`config.mk`:
```
export PLATFORM = sky130hd
export DESIGN_NAME = alu_rr_arbiter
export DESIGN_NICKNAME = d
export VERILOG_FILES = /design/src/rtl/alu_pkg.sv /design/src/rtl/alu.sv /design/src/rtl/alu_rr_arb2.sv /design/src/rtl/alu_rr_arbiter.sv
export SDC_FILE = /design/constraint.sdc
export NUM_CORES = 1
export LEC_CHECK = 0
export ABC_AREA = 1
export CORE_MARGIN = 4
export CORE_UTILIZATION = 45
export DETAILED_ROUTE_END_ITERATION = 8
export PLACE_DENSITY = 0.75
export SLEW_MARGIN = 20
export SYNTH_ARGS = -nofsm -noshare
export SYNTH_HDL_FRONTEND = slang
export SYNTH_SLANG_ARGS = --single-unit
export TNS_END_PERCENT = 5
```
`constraint.sdc`:
```
create_clock -name clk -period 23.1 [get_ports clk]
set_clock_uncertainty 0.05 [all_clocks]
set_input_delay 6.93 -clock clk [delete_from_list [all_inputs] [get_ports clk]]
set_output_delay 6.93 -clock clk [all_outputs]
set_load 0.01 [all_outputs]
```
`src/rtl/alu_pkg.sv`:
```
// Shared constants for the round-robin shared ALU: widths, opcode map and
// the three-state controller encoding.
package alu_pkg;

  localparam int WIDTH  = 8;
  localparam int OP_W   = 5;
  localparam int MAX_OP = 18;

  // Opcode map of the shared ALU (ALU_Sel values)
  localparam logic [4:0] ALU_OP_ADD  = 5'd0;
  localparam logic [4:0] ALU_OP_SUB  = 5'd1;
  localparam logic [4:0] ALU_OP_MUL  = 5'd2;
  localparam logic [4:0] ALU_OP_DIV  = 5'd3;
  localparam logic [4:0] ALU_OP_SHL  = 5'd4;
  localparam logic [4:0] ALU_OP_SHR  = 5'd5;
  localparam logic [4:0] ALU_OP_ROL  = 5'd6;
  localparam logic [4:0] ALU_OP_ROR  = 5'd7;
  localparam logic [4:0] ALU_OP_AND  = 5'd8;
  localparam logic [4:0] ALU_OP_OR   = 5'd9;
  localparam logic [4:0] ALU_OP_XOR  = 5'd10;
  localparam logic [4:0] ALU_OP_NOR  = 5'd11;
  localparam logic [4:0] ALU_OP_NAND = 5'd12;
  localparam logic [4:0] ALU_OP_XNOR = 5'd13;
  localparam logic [4:0] ALU_OP_GT   = 5'd14;
  localparam logic [4:0] ALU_OP_EQ   = 5'd15;
  localparam logic [4:0] ALU_OP_INC  = 5'd16;
  localparam logic [4:0] ALU_OP_DEC  = 5'd17;
  localparam logic [4:0] ALU_OP_NOT  = 5'd18;

  // Controller states
  localparam logic [1:0] S_IDLE = 2'd0;
  localparam logic [1:0] S_EXEC = 2'd1;
  localparam logic [1:0] S_RESP = 2'd2;

endpackage

```
`src/rtl/alu.sv`:
```
// Combinational ALU shared by both requesters. Carry is the ADD carry-out,
// the SUB borrow, the bit shifted out by SHL/SHR, and the wrap flag of INC/DEC;
// every other operation reports carry 0. Division by zero returns all ones.
module alu
#(
  parameter int DW = alu_pkg::WIDTH,
  parameter int SW = alu_pkg::OP_W
)
(
  input  logic [DW-1:0] A,
  input  logic [DW-1:0] B,
  input  logic [SW-1:0] ALU_Sel,
  output logic [DW-1:0] ALU_Out,
  output logic          ALU_Carry
);
  import alu_pkg::*;

  logic [DW:0] sum_s;

  // Result and carry selection for every opcode
  always_comb begin
    sum_s     = {1'b0, A} + {1'b0, B};
    ALU_Out   = {DW{1'b0}};
    ALU_Carry = 1'b0;
    case (ALU_Sel)
      ALU_OP_ADD: begin ALU_Out = sum_s[DW-1:0]; ALU_Carry = sum_s[DW]; end
      ALU_OP_SUB: begin ALU_Out = A - B; ALU_Carry = (A < B); end
      ALU_OP_MUL: ALU_Out = A * B;
      ALU_OP_DIV: begin
        if (B == {DW{1'b0}}) begin
          ALU_Out = {DW{1'b1}};
        end else begin
          ALU_Out = A / B;
        end
      end
      ALU_OP_SHL: begin ALU_Out = {A[DW-2:0], 1'b0}; ALU_Carry = A[DW-1]; end
      ALU_OP_SHR: begin ALU_Out = {1'b0, A[DW-1:1]}; ALU_Carry = A[0]; end
      ALU_OP_ROL:  ALU_Out = {A[DW-2:0], A[DW-1]};
      ALU_OP_ROR:  ALU_Out = {A[0], A[DW-1:1]};
      ALU_OP_AND:  ALU_Out = A & B;
      ALU_OP_OR:   ALU_Out = A | B;
      ALU_OP_XOR:  ALU_Out = A ^ B;
      ALU_OP_NOR:  ALU_Out = ~(A | B);
      ALU_OP_NAND: ALU_Out = ~(A & B);
      ALU_OP_XNOR: ALU_Out = ~(A ^ B);
      ALU_OP_GT:   ALU_Out = {{(DW-1){1'b0}}, (A > B)};
      ALU_OP_EQ:   ALU_Out = {{(DW-1){1'b0}}, (A == B)};
      ALU_OP_INC: begin ALU_Out = A + {{(DW-1){1'b0}}, 1'b1}; ALU_Carry = &A; end
      ALU_OP_DEC: begin ALU_Out = A - {{(DW-1){1'b0}}, 1'b1}; ALU_Carry = ~|A; end
      ALU_OP_NOT:  ALU_Out = ~A;
      default: begin ALU_Out = {DW{1'b0}}; ALU_Carry = 1'b0; end
    endcase
  end

endmodule

```
`src/rtl/alu_rr_arb2.sv`:
```
// Two-way round-robin grant: ptr selects which requester wins a tie,
// and a lone requester always wins.
module alu_rr_arb2 (
  input  logic valid0,
  input  logic valid1,
  input  logic ptr,
  output logic grant0,
  output logic grant1
);

  // Grant decode; grants are mutually exclusive by construction
  always_comb begin
    grant0 = valid0 & (~ptr | ~valid1);
    grant1 = valid1 & ~grant0;
  end

endmodule

```
`src/rtl/alu_rr_arbiter.sv`:
```
// Shares one ALU between two valid/ready requesters. One operation is in
// flight at a time: IDLE grants and latches operands, EXEC registers the ALU
// result, RESP holds the tagged response until the consumer takes it.
module alu_rr_arbiter
#(
  parameter int WIDTH  = alu_pkg::WIDTH,
  parameter int OP_W   = alu_pkg::OP_W,
  parameter int MAX_OP = alu_pkg::MAX_OP
)
(
  input  logic             clk,
  input  logic             rst,
  input  logic             req0_valid,
  output logic             req0_ready,
  input  logic [WIDTH-1:0] req0_a,
  input  logic [WIDTH-1:0] req0_b,
  input  logic [OP_W-1:0]  req0_op,
  input  logic             req1_valid,
  output logic             req1_ready,
  input  logic [WIDTH-1:0] req1_a,
  input  logic [WIDTH-1:0] req1_b,
  input  logic [OP_W-1:0]  req1_op,
  output logic             rsp_valid,
  input  logic             rsp_ready,
  output logic             rsp_id,
  output logic [WIDTH-1:0] rsp_out,
  output logic             rsp_carry,
  output logic             rsp_err,
  output logic             busy
);
  import alu_pkg::*;

  localparam logic [OP_W-1:0] MAX_OP_L = OP_W'(MAX_OP);

  logic [1:0]       state_r;
  logic             ptr_r;
  logic [WIDTH-1:0] opa_r;
  logic [WIDTH-1:0] opb_r;
  logic [OP_W-1:0]  opc_r;
  logic             id_r;
  logic             grant0_s;
  logic             grant1_s;
  logic             accept_s;
  logic [WIDTH-1:0] alu_out_s;
  logic             alu_carry_s;
  logic             op_legal_s;

  alu_rr_arb2 u_arb (
    .valid0 (req0_valid),
    .valid1 (req1_valid),
    .ptr    (ptr_r),
    .grant0 (grant0_s),
    .grant1 (grant1_s)
  );

  alu #(.DW(WIDTH), .SW(OP_W)) u_alu (
    .A         (opa_r),
    .B         (opb_r),
    .ALU_Sel   (opc_r),
    .ALU_Out   (alu_out_s),
    .ALU_Carry (alu_carry_s)
  );

  // Ready only in IDLE; forced low while reset is asserted
  assign req0_ready = grant0_s & (state_r == S_IDLE) & ~rst;
  assign req1_ready = grant1_s & (state_r == S_IDLE) & ~rst;
  assign accept_s   = (grant0_s | grant1_s) & (state_r == S_IDLE);
  assign busy       = (state_r != S_IDLE);
  assign op_legal_s = (opc_r <= MAX_OP_L);

  // Controller state and round-robin pointer (winner hands priority to the other side)
  always_ff @(posedge clk or posedge rst) begin
    if (rst) begin
      state_r <= S_IDLE;
      ptr_r   <= 1'b0;
    end else begin
      case (state_r)
        S_IDLE: begin
          if (accept_s) begin
            ptr_r   <= ~grant1_s;
            state_r <= S_EXEC;
          end
        end
        S_EXEC: state_r <= S_RESP;
        S_RESP: begin
          if (rsp_ready) begin
            state_r <= S_IDLE;
          end
        end
        default: state_r <= S_IDLE;
      endcase
    end
  end

  // Operand registers: the ALU only ever sees these, never the live request inputs
  always_ff @(posedge clk or posedge rst) begin
    if (rst) begin
      opa_r <= {WIDTH{1'b0}};
      opb_r <= {WIDTH{1'b0}};
      opc_r <= {OP_W{1'b0}};
      id_r  <= 1'b0;
    end else if (accept_s) begin
      opa_r <= grant1_s ? req1_a  : req0_a;
      opb_r <= grant1_s ? req1_b  : req0_b;
      opc_r <= grant1_s ? req1_op : req0_op;
      id_r  <= grant1_s;
    end
  end

  // Response registers: capture at the end of EXEC, hold until the handshake
  always_ff @(posedge clk or posedge rst) begin
    if (rst) begin
      rsp_valid <= 1'b0;
      rsp_id    <= 1'b0;
      rsp_out   <= {WIDTH{1'b0}};
      rsp_carry <= 1'b0;
      rsp_err   <= 1'b0;
    end else if (state_r == S_EXEC) begin
      rsp_valid <= 1'b1;
      rsp_id    <= id_r;
      rsp_out   <= op_legal_s ? alu_out_s : {WIDTH{1'b0}};
      rsp_carry <= op_legal_s & alu_carry_s;
      rsp_err   <= ~op_legal_s;
    end else if ((state_r == S_RESP) && rsp_ready) begin
      rsp_valid <= 1'b0;
    end
  end

endmodule

```
Yosys cells after proc, flatten, opt, wreduce, memory -nomap -nowiden:

Cells that the tools add are included.

* input bits: 47
* memories: 0
* RAM bits: 0
* bits in latches: 0
* memory bits (read-only): 0
* output and inout bits: 15
* register bits after elaboration: 37
* logic and storage cells: 89

* mux-type cells: 12
* add/sub/neg operators: 4
* reduce and logical (&&, ||, !) cells: 11
* bitwise operators: 23
* equality and inequality tests: 23
* multipliers: 1
* shift-type cells: 0
* divide/modulo/power cells: 1
* order comparisons: 3

Operators with widths (count)
* 8-bit one-hot mux with 19 select lines: 1
* 5-bit by 4-bit == test with 1-bit output (second input constant): 8
* 8-bit 2-to-1 mux: 4
* 8-bit NOT: 4
* 5-bit by 3-bit == test with 1-bit output (second input constant): 4
* 5-bit == test (second input constant): 3
* 5-bit by 2-bit == test with 1-bit output (second input constant): 2
* 8-bit by 8-bit adder with 9-bit output: 1
* 8-bit by 1-bit adder with 8-bit output (second input constant): 1
* 1-bit AND: 8
* 8-bit AND: 1
* 8-bit by 8-bit divider with 8-bit output: 1
* 8-bit == test: 1
* 8-bit > comparator: 1
* 8-bit zero test: 1
* 8-bit less-than comparator: 1
* 8-bit by 8-bit multiplier with 8-bit output: 1
* 8-bit bitwise OR: 1
* 8-bit AND reduction: 1
* 8-bit OR reduction: 1
* 8-bit by 1-bit subtractor with 8-bit output (second input constant): 1
* 8-bit subtractor: 1
* 8-bit bitwise XOR: 1
* 1-bit NOT: 6
* 17 further kinds: 23

Depth between registers and ports, before layout:

* word-level depth: 9
* mapped depth: 69
* depth with buffers taken out: 68

Hierarchy:

Synthesis repeated with hierarchy kept, for this count alone.

* cells, all modules: 1019
* area total of the unflattened synthesis: 6543.8 µm²

Modules (own cells, without submodules)
* alu: area each 4657.0 µm², sequential area each 0.0 µm², cells each 762, instances 1
* alu_rr_arbiter: area each 1859.3 µm², sequential area each 925.9 µm², cells each 253, instances 1
* alu_rr_arb2: area each 27.5 µm², sequential area each 0.0 µm², cells each 4, instances 1

Worst setup path before layout:

OpenSTA, ideal clock, no wires.

* path type: in2out
* start point: in req1_valid
* end point: out req1_ready
* data arrival time: 7833 ps
* required time: 16120 ps
* stages: 7
* path slack: 8287 ps
* buffers on the path: 1
* cell sequence: inv_1 -> o21ai_2 -> nand2_1 -> inv_1 -> clkbuf_1 -> nand2_1 -> nor2_1

* cells in the longest elaborated chain, start to end: 7

Ends and longest elaborated chain
* from (decl): RTL line alu_rr_arbiter.sv:18 `input logic req1_valid,`
* 1-bit NOT: RTL line alu_rr_arb2.sv:13 `grant0 = valid0 & (~ptr | ~valid1);`
* 1-bit bitwise OR: RTL line alu_rr_arb2.sv:13
* 1-bit AND: RTL line alu_rr_arb2.sv:13
* 1-bit NOT: RTL line alu_rr_arb2.sv:14 `grant1 = valid1 & ~grant0;`
* 1-bit AND *: RTL line alu_rr_arb2.sv:14
* 1-bit AND * (2 in a row): RTL line alu_rr_arbiter.sv:66 `assign req1_ready = grant1_s & (state_r == S_IDLE) & ~rst;`
* to (decl): RTL line alu_rr_arbiter.sv:19 `output logic req1_ready,`

Mark *: on every way between the ends. The rest lies on a longest branch, timed or not.

Worst setup path in the final report:

Same ends and word-level chain as after synthesis.

==> metrics <==
post-route minimum period=16.42 ns; setup ws final=6.682 ns; DP Worst Slack=6.659 ns; post-synthesis cell type count=47; Synth Area in Compound Gates=16.75%; IO Pins=62; Post-layout nets=1193; simple-gate share of the synthesized area=33.03%; Yosys top cell by area=ha_1; CTS tree=yes; cell area after synthesis=0.006311 sq mm; maxcap violations=0; RR Endpoint=rsp_out[0]$_DFFE_PP0P_; status=complete, no violations; internal reg-to-reg setup slack=12.24 ns; global route overflow=0; prevailing post-synth register cell=dfrtp_1; pin count of the biggest net entering global routing=46; ys async rst share=100.0%; ANT nets after route=0; Tot GR Track Use=24.12%; Slew Viols, Final=0; Worst EP required=16.12 ns; warnings from Yosys=0; final hold vios=0; fill count=1368; drt drc=0; CP Launch Type=input pin; placed inst area=0.007063 sq mm; register bit total from synthesis=37; Crit-path slowest cell=inv_1; sequential area share after synthesis=14.67%; Worst Hold Class=reg2reg; highest clock rate=0.06091 GHz; crit end category=output pin; Vias=6713; Max clock buf depth=2; Reg2Reg Depth=62; area share of xor/xnor cells in the synthesized design=2.914%; CTS sink count=37; unrepaired setup endpoints after global routing=false; slowest stage delay, CP=0.58 ns; Crit Path Class=in2out; drt first-iter violations=652; reg2reg start=opb_r[0]$_DFFE_PP0P_; Commonest cells post-synth=nand2_1, inv_1, nor2_1; Gate Count Post-Synth=999; H-tree depth=2; DR vias/cell=5.471; Ant. Diodes=0; fin area=0.007231 sq mm; Tcrit/Tclk final=71.08%; TNS Setup=0 ns; CP max FO=22; initial core utilization=45.64%; Die Width=126.4 microns; Hold Path Cell Cnt=2; syn nets=1146; clk root buf=clkbuf_16; die height=126.4 microns; first-pass GRT wire length=32.08 mm; DPL Wire Length=14.96 mm; adder and majority gate portion of the synthesized area=21.61%; final setup fails=0; Synth top area share=16.85%; Slew @ Worst Pin=0.7211 ns; Synth-to-Final Area Change=14.57%; Post-CTS Setup Bufs=0; wirelength, routed=19.08 mm; Data arrival, critical path=9.44 ns; layout cell share with drive strength beyond 1=6.590%; Cell Rows=43; Slew headroom=51.75%; gpl congestion=1.097; core area=0.01383 sq mm; # port buffers=61; Syn Area/Cell=6.317 sq um; Skew-Pair Late Insertion Delay=0.28 ns; post-CTS sizing=0; initial antenna violation count=0; buffers and inverters on the worst path=4; CTS Buf Count=5; most frequent cell after synthesis=nand2_1; mux cell area share after synthesis=0%; number of synthesized flops with an enable pin=0; full die area=0.01598 sq mm; critical path cell sequence=clkdlybuf4s50_1 > inv_1 > o21ai_2 > nand2_1 > inv_1 > nand2_1 > nor2_1 > clkdlybuf4s50_1; largest family of logic cells by synthesized area=simple AND/OR/NAND/NOR gates; TritonRoute pass-1 iters=6; worst hold path endpoint=rsp_out[0]$_DFFE_PP0P_; Routed wire per std cell=15.55 microns; vias in the first global route=6373; Reg clk slew, reported paths=0.06 ns; worst hold start=rsp_out[0]$_DFFE_PP0P_; critical path's top delay family=buffers and inverters; Area contributors post-synth=ha_1, nand2_1, dfrtp_1; hold buffers post-CTS=0
## worst reg2reg max path, delay by kind of cell (launching register included)
family / cells / cell delay, ns
AOI/OAI and AO/OA: 13 / 2.11
adders and majority gates: 8 / 2.56
buffers and inverters: 8 / 1.36
DFF: 1 / 0.70
and+or+nand+nor: 33 / 3.99
## sequential cells by signal, indices dropped and copies added (netlist names)
name	flops
rsp_out	8
rsp_err	1
rsp_valid	1
opc_r	5
state_r	2
ptr_r	1
opb_r	8
id_r	1
opa_r	8
rsp_id	1
rsp_carry	1
## how the worst max path moves through the flow
stage,startpoint,endpoint,cells past startpoint
2_1_floorplan,req1_valid,req1_ready,7
3_5_place_dp,req1_valid,req1_ready,8
5_1_grt,req1_valid,req1_ready,8
3_3_place_gp,req1_valid,req1_ready,8
6_report,req1_valid,req1_ready,8
4_1_cts,req1_valid,req1_ready,8
## kinds of logic (layout without fill, tap and decap cells)
logic type | after synthesis | count (layout)
xor+xnor | 21 | 21
compound gates | 185 | 185
fa+ha+maj | 100 | 100
buf+inv | 179 | 227
flops | 37 | 37
simple gates | 477 | 477
## cells in the final DEF, fill, tap and decap left out, drive strengths merged, types with 2 or more instances in the layout
| cell | synthesis | final |
|---|---|---|
| a31oi | 2 | 2 |
| nand3b | 3 | 3 |
| a21o | 2 | 2 |
| a211oi | 2 | 2 |
| or2 | 10 | 10 |
| and2 | 7 | 7 |
| nand4 | 14 | 14 |
| o221ai | 3 | 3 |
| buf | 10 | 5 |
| o21ai | 84 | 84 |
| xnor2 | 5 | 5 |
| nand2 | 261 | 261 |
| o2111ai | 4 | 4 |
| o22ai | 36 | 36 |
| inv | 150 | 150 |
| o21bai | 2 | 2 |
| o211ai | 2 | 2 |
| nor3 | 17 | 17 |
| clkdlybuf4s50 | 0 | 61 |
| fa | 15 | 15 |
| ha | 85 | 85 |
| a21oi | 43 | 43 |
| xor2 | 16 | 16 |
| nand3 | 62 | 62 |
| nor2 | 98 | 98 |
| clkbuf | 16 | 6 |
| nor4 | 4 | 4 |
| dfrtp | 37 | 37 |
| clkinv | 3 | 4 |
## layer usage
layer | track usage, % | routed length [microns]
met1 | 34.08 | 8521
met2 | 38.01 | 8236
met3 | 2.863 | 1593
met4 | 8.644 | 731
met5 | 0 | 0
## stage by stage
stage	hold WS (ns)	utilization [%]	cells
6_report	0.4304	52.29	1227
5_1_grt	0.4522	52.29	1227
4_1_cts	0.4344	52.29	1227
3_5_place_dp	0.4191	51.08	1219
3_3_place_gp	0.4154	51.08	1219
2_1_floorplan	0.4515	-	999
## final cells by class
cell class	instances	area, sq um	area share, %
clock inverters	2	38.79	0.5364
multi-input cells	783	4690	64.86
flip-flops and latches	37	925.9	12.80
well taps	180	225.2	3.115
inverters	153	574.3	7.943
repair buffers	66	648.1	8.963
clock buffers	6	128.9	1.782
Power is left out: the tool's default activity adds up to more than one toggle a clock period on the data nets, which glitch-free logic cannot reach.
==> RTL change 1: new RTL, same settings <==
Change the package constant `WIDTH` from 8 to 10.
--- a/src/rtl/alu_pkg.sv
+++ b/src/rtl/alu_pkg.sv
@@ -2,7 +2,7 @@
 // the three-state controller encoding.
 package alu_pkg;
 
-  localparam int WIDTH  = 8;
+  localparam int WIDTH  = 10;
   localparam int OP_W   = 5;
   localparam int MAX_OP = 18;
 
Ports: changed (5 resized); port bits go from 62 to 72. No check against the original RTL was run, so the function may have changed too.
==> RTL change 1 against the unedited design <==
Largest cell class unchanged. Highest routed layer unchanged. Global-route usage rose by 1.3 points. Synthesized cell count rose by 33%. Die area rose by 34%. Final cell count rose by 32%. Wire length rose by 47%. Critical endpoint unchanged. Via count rose by 36%. Sequential cell count rose by 6. Setup slack improved by 0.018 ns. Final area rose by 34%. Synthesized area rose by 36%.
Power is left out: the tool's default activity adds up to more than one toggle a clock period on the data nets, which glitch-free logic cannot reach.
==> RTL change 1: results (changes against the unedited design) <==
.. list-table::
   :header-rows: 1

   * - Metric
     - Value
   * - Nets in the synthesized netlist
     - 1,530 (was 1,146)
   * - Maximum net fanout on the critical path
     - 27 (was 22)
   * - Arrival time reported for the critical path endpoint
     - 9.42 ns (was 9.44 ns)
   * - Cell with the largest stage delay on the worst path
     - sky130_fd_sc_hd__clkinv_1 (was sky130_fd_sc_hd__inv_1)
   * - Number of instances in the synthesized netlist
     - 1,330 (was 999)
   * - Final design instance area without fill
     - 9700 sq um (was 7230 sq um)
   * - Biggest regs
     - opa_r x10, opb_r x10, rsp_out x10 (was opa_r x8, opb_r x8, rsp_out x8)
   * - Post-detailed-placement half-perimeter wirelength
     - 22.1 mm (was 15.0 mm)
   * - Number of port buffers
     - 71 (was 61)
   * - Number of distinct standard cells referenced by the synthesized netlist
     - 62 (was 47)
   * - Wirelength, routed
     - 28.1 mm (was 19.1 mm)
   * - Global-route wire length before repair
     - 44.6 mm (was 32.1 mm)
   * - Post-synthesis sequential area ratio
     - 12.5% (was 14.7%)
   * - Count of filler cells inserted in the layout
     - 1,879 (was 1,368)
   * - Via count of the first global-routing pass
     - 8,487 (was 6,373)
   * - Instance area after placement
     - 9530 sq um (was 7060 sq um)
   * - Most area-consuming cells after synthesis
     - sky130_fd_sc_hd__ha_1 17%, sky130_fd_sc_hd__nand2_1 14%, sky130_fd_sc_hd__dfrtp_1 13%, sky130_fd_sc_hd__inv_1 8.7%, sky130_fd_sc_hd__nand3_1 6.8% (was sky130_fd_sc_hd__ha_1 17%, sky130_fd_sc_hd__nand2_1 15%, sky130_fd_sc_hd__dfrtp_1 15%, sky130_fd_sc_hd__inv_1 7.8%, sky130_fd_sc_hd__o21ai_0 5.7%)
   * - Number of placed cells counting well taps
     - 1,608 (was 1,219)
   * - Outcome
     - complete, no violations (unchanged)
   * - Number of DRC markers in iteration 0
     - 746 (was 652)
   * - Total via count in the routed design
     - 9,152 (was 6,713)
   * - Gr usage total
     - 25.5% (was 24.1%)
   * - Transition time at the pin with the least slew margin
     - 0.735 ns (was 0.721 ns)
   * - Average wire per standard cell
     - 17.4 um (was 15.6 um)
   * - Largest net degree at the start of global routing
     - 55 (was 46)
-- RTL change 1: cell count changes after synthesis, sizes merged, moves of 8 or more --
cell	change
ha	+35
nand3	+64
inv	+68
xor2	+8
a21oi	+12
o22ai	-25
nand2	+66
o211ai	+31
fa	+10
-- RTL change 1: final cells by class --
cell class	instances	area share, %
multi-input combinational	1026	67.2
clock inverter	3	0.258
sequential	43	11.1
timing repair buffer	83	8.46
clock buffer	5	1.29
tap	234	3.02
inverter	223	8.72
-- RTL change 1: path summary, 6_finish.rpt --
kind | start | to | slack, ns | cells after the start
worst max-delay path | req1_valid | req1_ready | 6.70 | 9
worst min-delay path | rsp_out[2] | rsp_out[2] | 0.43 | 2
worst max register to register | opb_r[0] | rsp_out[0] | 8.95 | 92
worst min register to register | rsp_out[2] | rsp_out[2] | 0.43 | 2
max in group asynchronous | rst | rsp_carry | 15.55 | 3
min in group asynchronous | rst | ptr_r | 7.08 | 3
-- RTL change 1: logic make-up after synthesis --
| family | synth area share [%] |
|---|---|
| AO/OA/AOI/OAI | 17.5 |
| XOR/XNOR | 3.16 |
| adder cells (fa/ha/maj) | 23.3 |
| buffers and inverters | 11.8 |
| flip-flops | 12.5 |
| AND/OR/NAND/NOR | 31.7 |
-- RTL change 1: worst max-delay path, delay by kind of cell --
kind	cells	cell delay, ns
AOI/OAI and AO/OA	1	0.18
buffers and inverters	5	1.90
and+or+nand+nor	3	0.41
-- RTL change 1: per-layer routing --
metal	vias up	share of wire, %	global-route usage (%)
met4	0	3.6	8.09
met3	74	7.2	4.25
met5	-	0	0
met1	4184	43	33.7
met2	382	46	42.4
li1	4512	-	-
-- RTL change 1: stage by stage --
stage	setup WS (ns)	hold WS [ns]
floorplan	8.02	0.452
global placement	6.73	0.411
detailed placement	6.68	0.414
CTS	6.68	0.432
global route	6.44	0.447
finish	6.70	0.426
==> RTL change 2: new RTL, config.mk and constraints unchanged <==
Made on the original files. Reset style: synchronous (`rst`), changed in 3 clocked blocks.
--- a/src/rtl/alu_rr_arbiter.sv
+++ b/src/rtl/alu_rr_arbiter.sv
@@ -69,7 +69,7 @@
   assign op_legal_s = (opc_r <= MAX_OP_L);
 
   // Controller state and round-robin pointer (winner hands priority to the other side)
-  always_ff @(posedge clk or posedge rst) begin
+  always_ff @(posedge clk) begin
     if (rst) begin
       state_r <= S_IDLE;
       ptr_r   <= 1'b0;
@@ -93,7 +93,7 @@
   end
 
   // Operand registers: the ALU only ever sees these, never the live request inputs
-  always_ff @(posedge clk or posedge rst) begin
+  always_ff @(posedge clk) begin
     if (rst) begin
       opa_r <= {WIDTH{1'b0}};
       opb_r <= {WIDTH{1'b0}};
@@ -108,7 +108,7 @@
   end
 
   // Response registers: capture at the end of EXEC, hold until the handshake
-  always_ff @(posedge clk or posedge rst) begin
+  always_ff @(posedge clk) begin
     if (rst) begin
       rsp_valid <= 1'b0;
       rsp_id    <= 1'b0;
Formal check against the unedited RTL: differs if rst is asserted again (counterexample within 4 cycles, from zero or initial values and one cycle with rst high); with rst held inactive, the same outputs for 4 cycles.
==> RTL change 2 against the unedited design <==
Final area is 2.5% higher. Sequential cell count stayed put. Final cell count is 6.6% higher. Via count is 7.7% higher. Largest cell class unchanged. Setup slack worse by 0.0056 ns. First-iteration DRC count is 9.2% lower. Register-to-register slack better by 0.88 ns. Wire length is 9.9% higher. Synthesized area is 2.8% higher.
==> RTL change 2: results (changes against the unedited design) <==
.. list-table::
   :header-rows: 1

   * - Metric
     - Value
   * - Outcome
     - complete, no violations (unchanged)
   * - Most used DFF post-synth
     - sky130_fd_sc_hd__dfxtp_1 (was sky130_fd_sc_hd__dfrtp_1)
   * - Number of instances in the synthesized netlist
     - 1,083 (was 999)
   * - Area leader, netlist
     - sky130_fd_sc_hd__nand2_1 (was sky130_fd_sc_hd__ha_1)
   * - Wirelength, routed
     - 21.0 mm (was 19.1 mm)
   * - Net count reported at finish
     - 1,274 (was 1,193)
   * - Number of distinct standard cells referenced by the synthesized netlist
     - 46 (was 47)
   * - Gr usage total
     - 25.5% (was 24.1%)
   * - Nets in the synthesized netlist
     - 1,230 (was 1,146)
   * - Number of DRC markers in iteration 0
     - 592 (was 652)
   * - Post-synthesis sequential area ratio
     - 11.4% (was 14.7%)
   * - Largest net degree at the start of global routing
     - 34 (was 46)
   * - Post-detailed-placement half-perimeter wirelength
     - 16.7 mm (was 15.0 mm)
   * - Cell with the largest stage delay on the worst path
     - sky130_fd_sc_hd__clkdlybuf4s50_1 (was sky130_fd_sc_hd__inv_1)
   * - First drt pass iteration count
     - 5 (was 6)
   * - Number of port buffers
     - 61 (unchanged)
   * - Average wire per standard cell
     - 16.0 um (was 15.6 um)
   * - Instance area after placement
     - 7240 sq um (was 7060 sq um)
   * - Fraction of final layout cells with drive strength greater than 1
     - 6.03% (was 6.59%)
   * - Async set-reset flop share out of synthesis
     - 0% (was 100%)
   * - Global-route wire length before repair
     - 33.8 mm (was 32.1 mm)
   * - Peak ir drop on the vdd network
     - 0.220 mV
   * - Global placement routability congestion
     - 1.01 (was 1.10)
   * - Via/cell ratio
     - 5.53 (was 5.47)
   * - Most used standard cells in the synthesized netlist
     - 307 x sky130_fd_sc_hd__nand2_1, 167 x sky130_fd_sc_hd__inv_1, 112 x sky130_fd_sc_hd__nand3_1 (was 251 x sky130_fd_sc_hd__nand2_1, 131 x sky130_fd_sc_hd__inv_1, 89 x sky130_fd_sc_hd__nor2_1)
   * - Most area-consuming cells after synthesis
     - sky130_fd_sc_hd__nand2_1 18%, sky130_fd_sc_hd__ha_1 16%, sky130_fd_sc_hd__dfxtp_1 11%, sky130_fd_sc_hd__inv_1 9.7%, sky130_fd_sc_hd__nand3_1 8.6% (was sky130_fd_sc_hd__ha_1 17%, sky130_fd_sc_hd__nand2_1 15%, sky130_fd_sc_hd__dfrtp_1 15%, sky130_fd_sc_hd__inv_1 7.8%, sky130_fd_sc_hd__o21ai_0 5.7%)
   * - Via count of the first global-routing pass
     - 6,666 (was 6,373)
   * - Cell class contributing the biggest share of worst-path delay
     - buffers and inverters (unchanged)
   * - Maximum net fanout on the critical path
     - 15 (was 22)
   * - Worst r2r path cells
     - 66 (was 62)
RTL change 2: layer usage:
layer	vias to the layer above	wire [um]	part of all wire, %	track usage (%)
li1	3607	-	-	-
met1	3273	9110	43	34.4
met2	290	9390	45	40.9
met3	61	1650	7.8	4.50
met4	0	824	3.9	8.61
met5	-	0	0	0
RTL change 2: path summary, 6_finish.rpt:
kind,to,slack (ns),start
hold reg to reg,rsp_valid,0.41,rsp_valid
setup reg to reg,rsp_out[0],13.12,opb_r[0]
setup / recovery,req1_ready,6.68,req1_valid
hold / removal,rsp_valid,0.41,rsp_valid
RTL change 2: cell type report:
class	instances	area (sq um)
clock buffer	6	139
clock inverter	2	37.5
fill	1459	6580
inverter	176	661
multi-input combinational	838	4940
sequential	37	741
tap	180	225
timing repair buffer	69	671
RTL change 2: cell families (layout without fill, tap and decap cells):
logic type      Yosys count  count (layout)  share of synthesized area, %
simple gates            578             578                          39.7
buf+inv                 208             253                          12.4
compound gates          143             143                          13.1
fa+ha+maj               100             100                          21.0
flops                    37              37                          11.4
xor+xnor                 17              17                          2.30
RTL change 2: through the flow:
| step | utilization (%) | total power [uW] | setup WS, ns |
|---|---|---|---|
| final | 53.0 | 1070 | 6.68 |
| after global routing | 53.0 | 1220 | 6.41 |
| after CTS | 53.0 | 1060 | 6.67 |
| after detailed placement | 51.7 | 980 | 6.67 |
| after global placement | 51.7 | 960 | 6.76 |
| after floorplan | - | 796 | 8.29 |
RTL change 2: worst min-delay path: cells and delay by family, from the launching register on:
| family | cells | cell delay [ns] |
|---|---|---|
| compound gates | 1 | 0.05 |
| flops | 1 | 0.30 |
| simple gates | 1 | 0.06 |
RTL change 2: where the power goes:
part / switching, uW / internal (uW)
combinational: 559 / 351
clock: 26.1 / 53.8
sequential: 11.4 / 70.7
total: 597 / 476
